==> config.mk <==
export PLATFORM = sky130hd
export DESIGN_NAME = sine_period_meter
export DESIGN_NICKNAME = d
export VERILOG_FILES = /design/src/rtl/sine_meter_pkg.sv /design/src/rtl/sine_period_meter_detect.sv /design/src/rtl/sine_period_meter.sv
export SDC_FILE = /design/constraint.sdc
export NUM_CORES = 1
export LEC_CHECK = 0
export ABC_AREA = 1
export CAP_MARGIN = 25
export CORE_MARGIN = 3
export CORE_UTILIZATION = 58
export CTS_BUF_LIST = sky130_fd_sc_hd__clkbuf_8
export DETAILED_ROUTE_END_ITERATION = 8
export PLACE_DENSITY = 0.82
export SLEW_MARGIN = 15
export SYNTH_ARGS = -nofsm -noshare
export SYNTH_HDL_FRONTEND = slang
export SYNTH_SLANG_ARGS = --single-unit
==> constraint.sdc <==
create_clock -name clk -period 2.1 [get_ports clk]
set_input_delay 0.315 -clock clk [delete_from_list [all_inputs] [get_ports clk]]
set_output_delay 0.315 -clock clk [all_outputs]
set_load 0.005 [all_outputs]
==> src/rtl/sine_meter_pkg.sv <==
// Shared types and helpers for the sine period/amplitude meter.
package sine_meter_pkg;

  typedef enum logic {
    IDLE,
    MEASURE
  } state_t;

  typedef struct packed {
    logic [31:0] hi;
    logic [31:0] lo;
  } thresh_t;

  // Hysteresis thresholds around mid-scale; callers truncate to the sample width.
  function automatic thresh_t thresholds(input int unsigned width, input int unsigned hyst);
    thresh_t     t;
    logic [32:0] mid;
    mid  = 33'd1 << (width - 1);
    t.hi = 32'(mid + 33'(hyst));
    t.lo = 32'(mid - 33'(hyst));
    return t;
  endfunction

endpackage

==> src/rtl/sine_period_meter_detect.sv <==
// Rising mid-scale crossing detector with hysteresis on accepted samples.
module sine_crossing_detect
  import sine_meter_pkg::*;
#(
  parameter int unsigned WIDTH = 8,
  parameter int unsigned HYST  = 4
) (
  input  logic             clk,
  input  logic             reset,
  input  logic             enable,
  input  logic [WIDTH-1:0] sine,
  output logic             rise_event
);

  localparam thresh_t          TH = thresholds(WIDTH, HYST);
  localparam logic [WIDTH-1:0] HI = TH.hi[WIDTH-1:0];
  localparam logic [WIDTH-1:0] LO = TH.lo[WIDTH-1:0];

  logic below;

  assign rise_event = enable && below && (sine >= HI);

  // Arm on a low sample, disarm on the rising event; in-band samples hold.
  always_ff @(posedge clk) begin
    if (reset) begin
      below <= 1'b0;
    end else if (enable) begin
      if (rise_event) begin
        below <= 1'b0;
      end else if (sine <= LO) begin
        below <= 1'b1;
      end
    end
  end

endmodule

==> src/rtl/sine_period_meter.sv <==
// Period and peak-to-peak meter for the offset-binary sine sample stream.
module sine_period_meter
  import sine_meter_pkg::*;
#(
  parameter int unsigned WIDTH       = 8,
  parameter int unsigned COUNT_WIDTH = 24,
  parameter int unsigned HYST        = 4
) (
  input  logic                   clk,
  input  logic                   reset,
  input  logic                   enable,
  input  logic [WIDTH-1:0]       sine,
  output logic [COUNT_WIDTH-1:0] period,
  output logic [WIDTH-1:0]       pk_pk,
  output logic                   valid,
  output logic                   no_signal
);

  localparam logic [COUNT_WIDTH-1:0] CNT_ONE = {{(COUNT_WIDTH-1){1'b0}}, 1'b1};

  state_t                 state_q, state_d;
  logic [COUNT_WIDTH-1:0] cnt_q, cnt_d;
  logic [WIDTH-1:0]       max_q, max_d;
  logic [WIDTH-1:0]       min_q, min_d;
  logic [COUNT_WIDTH-1:0] period_d;
  logic [WIDTH-1:0]       pk_pk_d;
  logic                   valid_d;
  logic                   no_signal_d;
  logic                   rise_event;

  sine_crossing_detect #(
    .WIDTH (WIDTH),
    .HYST  (HYST)
  ) u_detect (
    .clk        (clk),
    .reset      (reset),
    .enable     (enable),
    .sine       (sine),
    .rise_event (rise_event)
  );

  // State, counter, extrema and output registers.
  always_ff @(posedge clk) begin
    if (reset) begin
      state_q   <= IDLE;
      cnt_q     <= '0;
      max_q     <= '0;
      min_q     <= '1;
      period    <= '0;
      pk_pk     <= '0;
      valid     <= 1'b0;
      no_signal <= 1'b0;
    end else begin
      state_q   <= state_d;
      cnt_q     <= cnt_d;
      max_q     <= max_d;
      min_q     <= min_d;
      period    <= period_d;
      pk_pk     <= pk_pk_d;
      valid     <= valid_d;
      no_signal <= no_signal_d;
    end
  end

  // Next-state: close a cycle on a rising event, otherwise count/track or time out.
  always_comb begin
    state_d     = state_q;
    cnt_d       = cnt_q;
    max_d       = max_q;
    min_d       = min_q;
    period_d    = period;
    pk_pk_d     = pk_pk;
    valid_d     = 1'b0;
    no_signal_d = no_signal;

    if (enable) begin
      if (rise_event) begin
        // The event sample opens the new cycle, so the closed cycle's stats use the old registers.
        cnt_d   = CNT_ONE;
        max_d   = sine;
        min_d   = sine;
        state_d = MEASURE;
        if (state_q == MEASURE) begin
          period_d    = cnt_q;
          pk_pk_d     = max_q - min_q;
          valid_d     = 1'b1;
          no_signal_d = 1'b0;
        end
      end else begin
        if (sine > max_q) max_d = sine;
        if (sine < min_q) min_d = sine;
        if (cnt_q == '1) begin
          no_signal_d = 1'b1;
          state_d     = IDLE;
          cnt_d       = '0;
        end else begin
          cnt_d = cnt_q + CNT_ONE;
        end
      end
    end
  end

endmodule

### Word-level counts from Yosys, hierarchy flattened

Index checks and enable logic that the tools add are counted.

| cells by class | value |
|---|---|
| add/subtract/negate cells | 2 |
| order comparisons | 4 |
| equality and inequality tests | 2 |
| multiplexer cells | 14 |
| bitwise logic cells | 2 |
| reductions and logical operators | 13 |

Operator list:

| cell | number |
|---|---|
| 2-to-1 mux 24 bit | 2 |
| 2-to-1 mux 8 bit | 4 |
| adder 24 x 1 -> 24 bit (second input constant) | 1 |
| equality test 24 bit (second input constant) | 1 |
| >= comparator 8 bit (second input constant) | 1 |
| greater-than comparator 8 bit | 1 |
| less-or-equal comparator 8 x 7 -> 1 bit (second input constant) | 1 |
| < comparator 8 bit | 1 |
| 2-to-1 mux 1 bit | 8 |
| AND reduction 2 bit | 4 |
| nonzero test 2 bit | 4 |
| subtractor 8 bit | 1 |
| AND reduction 3 bit | 2 |
| OR reduction 3 bit | 1 |
| logical AND 1 bit | 2 |
| inequality test 2 bit (second input constant) | 1 |
| NOT 1 bit | 2 |

| word-level totals | value |
|---|---|
| register bits after elaboration | 76 |
| output and inout port bits | 34 |
| logic and storage cells | 46 |

### Depth between registers and ports, before layout

| depth | value |
|---|---|
| depth in word-level cells | 4 |
| gate-level depth with buffers | 15 |
| gate-level depth less buffers | 14 |

### Hierarchy

Synthesis repeated with hierarchy kept, for this count alone.

| unflattened totals | value |
|---|---|
| cells, all modules | 537 |
| area, all modules | 3887.5 sq um |

By module, submodules not included:

| module | times used | cells an instance | area each (sq um) | seq. area each (sq um) |
|---|---|---|---|---|
| sine_period_meter | 1 | 515 | 3771.1 | 1501.4 |
| sine_crossing_detect | 1 | 22 | 116.4 | 20.0 |

### Worst setup path before layout

No wires, ideal clock.

| timing path | value |
|---|---|
| kind | flip-flop to flip-flop |
| start | register max_q[0] |
| end | register pk_pk[6] |
| library setup time | 0.115 ns |
| arrival | 1.593 ns |
| path slack | 0.392 ns |
| stages on the path, launching flop included | 10 |
| period minus slack after synthesis | 1.708 ns |
| cell sequence | dfxtp_1 inv_1 ha_1 fa_1 o21ai_0 a21oi_1 nand2_1 nand2_1 o21ai_0 inv_1 |

| between the ends | value |
|---|---|
| longest elaborated chain between the ends | 1 |

Ends and longest elaborated chain:

| what | line | source |
|---|---|---|
| start, declared | sine_period_meter.sv:23 | `logic [WIDTH-1:0] max_q, max_d;` |
| start signal, assigned | sine_period_meter.sv:56 | `max_q <= max_d;` |
| subtractor 8 bit | sine_period_meter.sv:85 | `pk_pk_d = max_q - min_q;` |
| end signal, assigned | sine_period_meter.sv:59 | `pk_pk <= pk_pk_d;` |
| end, declared | sine_period_meter.sv:14 | `output logic [WIDTH-1:0] pk_pk,` |

Every way passes these cells.
A chain may end at the register's enable or synchronous reset.

### Worst setup path after layout

Same ends and word-level chain as after synthesis.

==> results by stage <==
Worst setup path:
- The endpoint required time on the critical path is 2.36 ns.
- STA puts the critical path data arrival time at 2.18 ns.
- The maximum single-stage delay on the critical path is 0.40 ns.
- The family with the most delay on the worst path is adder cells.
- The critical path is of the reg2reg type.
- The slowest stage of the critical path belongs to the cell fa_1.
- The startpoint of the worst register-to-register path is max_q[0].
- The launching instance or port of the critical path is max_q[0].
- The largest fanout on the critical path is 3.
- The combined buffer and inverter count along the critical path is 2.
- STA classifies the critical path startpoint as a flip-flop.
- Traced cell by cell, the critical path runs through inv_1 -> ha_1 -> fa_1 -> o21ai_0 -> a21oi_1 -> nand2_1 -> nand2_1 -> o21ai_0 -> inv_1.
- STA classifies the critical path endpoint as a flip-flop.

Synthesis:
- In this run, distinct cell masters in the synthesized netlist total 35.
- The number of flops mapped to enable cells by yosys is 0.
- The mean instance size in the synthesized netlist is 7.13 um2.
- The netlist area before placement is 3920 um2.
- Synthesis produced a netlist with a net count of 585.
- During synthesis, Yosys emitted a total of 0 warnings.
- Counting flops and latches in the post-synthesis netlist gives 76.
- Of all flip-flops after synthesis, the portion carrying an async set or reset was 0%.
- Counting every instance in the synthesized netlist gives 550.
- Among all flip-flop cells after synthesis, the most frequent one is dfxtp_1.
- Sequential elements use 38.8% of the synthesized area.

Floorplanning:
- From left edge to right edge, the die measures 88.3 um.
- The floorplan core area is 6460 um2.
- The number of placement rows is 29.
- During I/O placement, the number of pins put on the boundary was 45.
- Once the floorplan was initialized, standard cells occupied 60.8% of the core.
- Measured along the y axis, the die boundary spans 88.3 um.
- The die area is 7790 um2.

Final layout:
- In the layout the commonest cells are 100 x nand2_1, 84 x nor2_1, 76 x dfxtp_1, 58 x inv_1.
- The post-layout net count is 636.
- The post-route netlist has 8.75% of its cells at a drive strength greater than 1.
- The library cell used most frequently in the layout, excluding fill and tap cells, is nand2_1.
- Once layout is complete, the cells apart from fillers number 683.
- The repair_antennas step left the layout with diodes totalling 0.
- The area of all placed cells without fillers is 4710 um2.
- Relative to the synthesized area, the layout overhead comes to 20.0%.

Timing:
- Setup total negative slack on the finished layout was measured at 0 ns.
- The fmax is 522 MHz.
- The number of slew-limit violations in the final report is 0.
- The final critical-path required period is 1.92 ns.
- The slew at the pin closest to its max-slew limit is 0.522 ns.
- Setup repair after global routing left no endpoint under its margin.
- Setup violations remaining at the end of the flow were counted as 0.
- For the final database, setup skew stands at 0.00890 ns.
- The number of endpoints with negative hold slack in the final report is 0.
- The part of the cycle the worst path needs is 91.3%.
- The worst relative slew slack is 65.2%.

Drt:
- In the routed design, unresolved DRC markers number 0.
- Using the TritonRoute via totals, the vias-per-cell ratio works out to 5.44.
- The first TritonRoute pass finished after 5 iterations.
- The number of nets with antenna violations after detailed routing is 0.
- After detailed routing, the average wire length per cell comes to 14.1 um.
- The detailed router finished its first iteration with 190 violations.
- The number of vias in the routed layout is 3713.
- The total wire length after detailed routing is 9620 um.

Pwr:
- IR analysis of the VDD net gives a maximum drop of 779 uV.
- For this design the ratio of total power to cell area is 706 nW/um2.
- The leakage dissipation is 2.14 nW.

Global routing:
- The global routing usage summed across all routing layers is 26.3%.
- Global routing finished with a remaining overflow of 0.
- The number of global-route vias before repair came to 3632.
- The first-pass GRT wire length is 16000 um.
- The initial antenna violation count is 0.
- Entering global routing, the biggest net connects 54 pins.

Hold path:
- The source of the worst hold timing path is min_q[2].
- The min-delay analysis places its worst path in the category reg2reg.

Clocking:
- The deepest clock path buffer count is 2.
- The clock root buffer is clkbuf_8.
- The post-cts gate resize count is 0.
- The buffer count from post-CTS setup fixing is 0.
- The number of clock buffers added by TritonCTS is 9.
- The number of levels the H-tree was split into is 3.
- The TritonCTS clock tree is yes.
- CTS saw 76 sinks.
- Clock-pin slew was measured on the worst setup and hold paths at 0.08 ns.
- The clock reaches the later pin of the worst-skew pair after 0.36 ns.
- Buffers inserted to repair hold after CTS numbered 0.

Run:
- Across the run, the number of max-cap violations was 0.

Place:
- The placed instance area is 4470 um2.
- The global placement routability congestion is 0.935.
- Buffers placed on the I/O ports in this run total 44.
- The number of cells in the design after placement is 667.
- The half-perimeter wire length of the detailed placement result is 6940 um.

Outcome:
- The run finished with clean final reports.
logic make-up after synthesis:
family | Yosys count | synth area share (%)
xor+xnor | 10 | 2.23
simple gates | 270 | 30.9
flops | 76 | 38.8
buf+inv | 81 | 8.42
fa+ha+maj | 24 | 7.84
compound gates | 89 | 11.9
final timing paths:
path                                 end  slack, ns  cells after the start
worst max-delay path            pk_pk[6]       0.18                      9
worst min register to register  min_q[2]       0.47                      2
worst max register to register  pk_pk[6]       0.18                      9
worst min-delay path            min_q[2]       0.47                      2
worst register-to-register path, delay by kind of cell, from the launching register on:
family | cells | cell delay, ns
AO/OA/AOI/OAI | 3 | 0.58
flip-flops | 1 | 0.37
buffers and inverters | 2 | 0.11
adder cells (fa/ha/maj) | 2 | 0.61
AND/OR/NAND/NOR | 2 | 0.15
synthesized netlist by cell type (2+ instances only):
master	instances	area (um2)
nor2_2	6	37.5
buf_2	6	30.0
inv_1	58	218
nand3b_1	3	22.5
nor3b_1	2	15.0
clkbuf_1	8	30.0
o21bai_1	2	15.0
nor3_1	7	35.0
xor2_1	8	70.1
dfxtp_1	76	1520
nand4_1	11	68.8
o21ai_0	40	200
inv_2	4	15.0
buf_6	2	22.5
nand3_1	44	220
a21oi_1	41	205
o21a_1	3	22.5
ha_1	23	288
nand2_4	3	33.8
nor2_1	84	315
nand2_1	100	375
xnor2_1	2	17.5
nand2_2	5	31.3
layout make-up:
type / instances / area, um2
Multi-Input combinational cell: 393 / 2070
Fill cell: 536 / 1750
Sequential cell: 76 / 1520
Timing Repair Buffer: 58 / 546
Inverter: 63 / 236
Clock buffer: 9 / 124
Clock inverter: 7 / 114
Tap cell: 77 / 96.3
metal layers:
metal  routed length, um  track usage (%)  vias to the layer above  part of all wire [%]
met5                   0                0                        -                     0
met4                 216             12.0                        0                   2.2
met3                 404             5.31                       21                   4.2
met2                4860             47.0                      103                    51
met1                4140             30.0                     1694                    43
li1                    -                -                     1895                     -
report_power, final:
part	total [mW]	switching, mW	internal, mW	leakage [nW]
registers	1.52	0.0369	1.48	0.617
logic	0.469	0.288	0.181	1.40
clock network	1.34	0.549	0.787	0.123
sequential cells by signal, summed over array words and instances (netlist names):
| register | flops |
|---|---|
| no_signal | 1 |
| valid | 1 |
| period | 24 |
| state_q | 1 |
| max_q | 8 |
| u_detect.below | 1 |
| min_q | 8 |
| cnt_q | 24 |
| pk_pk | 8 |
per-stage QoR:
step / worst slack (ns) / power (mW) / hold WS (ns) / util, %
2_1_floorplan: 0.392 / 1.87 / 0.384 / -
3_3_place_gp: -0.0123 / 1.99 / 0.438 / 69.2
3_5_place_dp: -0.0430 / 2.01 / 0.445 / 69.2
4_1_cts: 0.205 / 3.34 / 0.463 / 72.9
5_1_grt: 0.0179 / 3.47 / 0.482 / 72.9
6_report: 0.183 / 3.33 / 0.467 / 72.9
No activity file was read; power rests on OpenSTA's default activity.
==> edit 1 (same flow settings) <==
Make the reset (`reset`) asynchronous in 2 clocked blocks.
--- a/src/rtl/sine_period_meter_detect.sv
+++ b/src/rtl/sine_period_meter_detect.sv
@@ -21,7 +21,7 @@
   assign rise_event = enable && below && (sine >= HI);
 
   // Arm on a low sample, disarm on the rising event; in-band samples hold.
-  always_ff @(posedge clk) begin
+  always_ff @(posedge clk or posedge reset) begin
     if (reset) begin
       below <= 1'b0;
     end else if (enable) begin
--- a/src/rtl/sine_period_meter.sv
+++ b/src/rtl/sine_period_meter.sv
@@ -40,7 +40,7 @@
   );
 
   // State, counter, extrema and output registers.
-  always_ff @(posedge clk) begin
+  always_ff @(posedge clk or posedge reset) begin
     if (reset) begin
       state_q   <= IDLE;
       cnt_q     <= '0;
Check against the original RTL: not equivalent (a bounded check fails within 10 cycles, from zero or initial values and one cycle with reset high; the reset may be asserted at any time).
==> edit 1 against the original RTL <==
Routed wire length down 6.0%; global-route usage decreased by 2.7 points; clock skew rose by 0.0021 ns; sequential cell count unchanged; sequential share of layout area is 6.0 points higher; worst setup slack better by 0.056 ns; maximum frequency up 3.0%; area after synthesis rose by 5.3%; final area up 6.0%; count of clock-buffer cells in the layout is the same; critical endpoint is now min_q[4]$_DFFE_PP1P_.
Power is not compared: it rests on default switching activity, and its combinational part moved more than twofold at a synthesized area within 25%.
==> edit 1: results (changes against the original RTL) <==
The overall track demand over capacity in global routing was 23.59% (-2.7 points). The placer congestion estimate is 0.9354 (about the same). The H-tree depth came out at 3 (unchanged). The share of final-layout standard cells stronger than drive strength 1 is 14.39% (+5.6 points). In the synthesized netlist the dominant register cell turns out to be sky130_fd_sc_hd__dfrtp_1. IR analysis of the VDD net gives a maximum drop of 0.0007309 V. Summed over all cells, the static leakage comes to 2.476 nW.

The global-route wire length before repair came to 15.57 mm (-2.8%). The placed wire-length estimate after detailed placement came to 6.650 mm (-4.2%). The maximum number of pins on one net before global-route repair is 77 (+43%).

The run finished with clean final reports. The clock tree buffer depth is 2 (unchanged). In the synthesized netlist, the cells that appear most often are sky130_fd_sc_hd__nand2_1, sky130_fd_sc_hd__dfrtp_1, sky130_fd_sc_hd__inv_1, sky130_fd_sc_hd__nor2_1, sky130_fd_sc_hd__nand3_1.

The slowest cell on the critical path is sky130_fd_sc_hd__dfstp_2. The peak fanout along the critical path came out at 15 (+12). The slack of the worst reg-to-reg path is 0.24 ns (+0.06 ns).

The data arrival time of the critical path is 2.14 ns (-0.04 ns). The number of antenna violations at the first check in global routing is 0 (unchanged). The data required time of the critical path is 2.38 ns (+0.02 ns).

Grouping stages by cell kind, the critical path spends the most delay in simple AND/OR/NAND/NOR gates. The cell count after placement came out at 650 (-2.5%). The count of distinct cell types in the synthesized netlist came out at 33 (-5.7%). The synthesized netlist net count is 536 (-8.4%). The post-place setup slack is -0.1813 ns (-0.1384 ns).

By startpoint and endpoint, the worst setup path is classified as reg2reg. The final cell count without fillers was 666 (-2.5%). The number of CTS-inserted buffers is 9 (unchanged). The number of input and output port buffers inserted came to 44 (unchanged). Sorting the synthesized cells by area gives the leading types as sky130_fd_sc_hd__dfrtp_1, sky130_fd_sc_hd__nand2_1, sky130_fd_sc_hd__ha_1, sky130_fd_sc_hd__inv_1, sky130_fd_sc_hd__dfstp_2. The max-capacitance violation count is 0 (unchanged). The starting DRC count in detailed routing came out at 225 (+18%).

The clock network latency to the later pin of the worst-skew pair came out at 0.36 ns (about the same). The async set-or-reset flop fraction in the synthesized netlist is 100.0% (+100 points). The mean instance size in the synthesized netlist came to 8.246 um2 (+16%).

The detailed-route wire length per cell is 13.58 um (-3.6%). The number of diodes is 0 (unchanged). The complex-gate fraction of the synthesized area is 9.933% (-1.9 points).

The area share of fa/ha/maj cells after synthesis is 7.450% (-0.39 points). The number of detailed-route iterations in the first pass came out at 5 (unchanged). The via count came out at 3489 (-6.0%). The tightest min-delay check is of the in2async type. The sequential-to-total area share from yosys stat was 46.27% (+7.5 points). In this run the critical register-to-register path is launched from min_q[7]$_DFFE_PP1P_.

The setup skew after layout came out at 0.01096 ns (+0.002065 ns). The worst relative slew slack came to 60.93% (-4.3 points). The termination of the worst setup path is min_q[4]$_DFFE_PP1P_.

The worst hold slack across all endpoints came to 0.4002 ns (-0.06674 ns). The worst-case reg-to-reg path depth is 10 (+1). The final-stage net count was 600 (-5.7%).

The share of the synthesized netlist area taken by xor and xnor gates was 2.120% (-0.11 points). The delay contributed by the slowest stage of the critical path came out at 0.55 ns (+0.15 ns).
[edit 1: how the worst min path moves through the flow]
stage,start,endpoint
finish,reset,max_q[0]$_DFFE_PP0P_
global route,reset,period[2]$_DFFE_PP0P_
CTS,reset,cnt_q[4]$_DFFE_PP0P_
detailed placement,period[3]$_DFFE_PP0P_,period[3]$_DFFE_PP0P_
global placement,period[0]$_DFFE_PP0P_,period[0]$_DFFE_PP0P_
floorplan,sine[0],min_q[0]$_DFFE_PP1P_
[edit 1: through the flow]
stage	util, %	setup TNS [ns]	instance area (um2)
after global routing	72.64	0	4990
after detailed placement	69.58	-1.204	4780
after global placement	69.58	-0.5696	4780
after floorplan	-	0	4135
final	72.64	0	4990
after CTS	72.60	0	4987
[edit 1: logic make-up after synthesis]
| family | count (synthesis) |
|---|---|
| DFF | 76 |
| xor gates and xnor gates | 10 |
| buffers and inverters | 76 |
| and+or+nand+nor | 252 |
| AOI/OAI and AO/OA | 63 |
| adders and majority gates | 24 |
[edit 1: per-layer routing]
metal	up-vias	wire, um	track usage (%)
li1	1719	-	-
met1	1665	4086	31.08
met3	18	404	3.583
met5	-	0	0
met2	87	4380	38.52
met4	0	172	10.97
[edit 1: cell type report]
| cell class | instances | area, um2 |
|---|---|---|
| well taps | 96 | 120.1 |
| inverters | 65 | 250.2 |
| repair buffers | 64 | 628.1 |
| clock inverters | 7 | 83.83 |
| multi-input cells | 349 | 1872 |
| fillers | 521 | 1879 |
| clock buffers | 9 | 123.9 |
| flip-flops and latches | 76 | 1912 |
[edit 1: power by group]
group / switching (W) / internal, W / total (W)
clock: 0.000618 / 0.000567 / 0.00118
combinational: 0.00131 / 0.00112 / 0.00243
sequential: 0.000268 / 0.00190 / 0.00216
total: 0.00220 / 0.00358 / 0.00578
==> edit 2 (same flow settings) <==
Made on the original files. Set the parameter `COUNT_WIDTH` to 28 (it was 24).
--- a/src/rtl/sine_period_meter.sv
+++ b/src/rtl/sine_period_meter.sv
@@ -3,7 +3,7 @@
   import sine_meter_pkg::*;
 #(
   parameter int unsigned WIDTH       = 8,
-  parameter int unsigned COUNT_WIDTH = 24,
+  parameter int unsigned COUNT_WIDTH = 28,
   parameter int unsigned HYST        = 4
 ) (
   input  logic                   clk,
Ports: changed (resized period); port bits go from 45 to 49. No check against the original RTL was run, so the function may have changed too.
==> edit 2 against the original RTL <==
Sequential cell count up 8; routed wire length up 9.5%; clock skew grew 0.0029 ns; final area is 9.9% higher; count of clock-buffer cells in the layout is the same; sequential power up 9.9%; sequential share of layout area is 0.17 points higher; area after synthesis grew 8.7%; combinational power increased by 11%; largest cell class unchanged; largest power group unchanged; cell count up 11%; worst setup slack better by 0.040 ns; total power rose by 4.4%; via count up 10%.
==> edit 2: results (changes against the original RTL) <==
The overall track demand over capacity in global routing came out at 26.26% (about the same). The detailed-route wire length per cell is 13.90 um (-1.3%). The count of distinct cell types in the synthesized netlist came out at 36 (+2.9%). The detailed-routing wirelength on met1 is 4.949 mm (+20%).

The row count came to 30 (+3.4%). The placed wire-length estimate after detailed placement came out at 7.849 mm (+13%). The leakage power summed over all cells was 2.356 nW (+10%). The data arrival time of the critical path is 2.14 ns (-0.04 ns). The number of cells produced by synthesis is 596 (+8.4%).

The area of combinational cells with multiple inputs came out at 0.002223 mm2 (+7.3%). The synthesized netlist net count came to 631 (+7.9%). The share of the synthesized netlist area taken by xor and xnor gates came out at 3.079% (+0.85 points). The number of input and output port buffers inserted came out at 48 (+9.1%). In the final layout, the registers with the most flip-flops are cnt_q (28), period (28). The complex-gate fraction of the synthesized area is 11.14% (-0.72 points). The maximum VDD drop is 0.0005166 V (-34%). The clock sink total is 84 (+11%). The sequential cell fraction of total power came out at 48.2% (+2.5 points). The peak fanout along the critical path is 2 (-1). The met2 capacity usage during global routing is 38.71% (-8.3 points).

The via count is 4092 (+10%). The power drawn by the combinational cells came to 0.000520 W (+11%). The placer congestion estimate is 0.9199 (-1.6%). The final cell count without fillers came out at 758 (+11%). The met1 global-route usage is 36.88% (+6.9 points). The length of routed met3 wiring came out at 838 um (+110%). The setup skew after layout is 0.01182 ns (+0.002923 ns). The share of final-layout standard cells stronger than drive strength 1 is 8.610% (-0.14 points). The global-route wire length before repair is 17.95 mm (+12%). The flow ran to the end, and the final reports show no timing, DRC or antenna violations. The via count of the first global-routing pass is 3819 (+5.1%).

The multi-input combinational cell count came to 426 (+8.4%). The sum of met2 wire segment lengths after detailed routing is 4.591 mm (-5.6%). The utilization after layout is 74.56% (+1.6 points).
==> edit 2: cell count changes in the layout (fill, tap and decap cells not counted), sizes merged, moves of 4 or more <==
| cell | delta |
|---|---|
| buf | +8 |
| clkdlybuf4s50 | +4 |
| dfxtp | +8 |
| inv | +5 |
| nand2 | +11 |
| nand4 | +5 |
| nor2 | +16 |
==> edit 2: final timing paths <==
| kind | slack [ns] | from | endpoint |
|---|---|---|---|
| max | 0.22 | max_q[0]$_SDFFE_PP0P_ | pk_pk[6]$_SDFFE_PP0P_ |
| min | 0.46 | no_signal$_SDFFE_PP0P_ | no_signal$_SDFFE_PP0P_ |
| max reg2reg | 0.22 | max_q[0]$_SDFFE_PP0P_ | pk_pk[6]$_SDFFE_PP0P_ |
| min reg2reg | 0.46 | no_signal$_SDFFE_PP0P_ | no_signal$_SDFFE_PP0P_ |
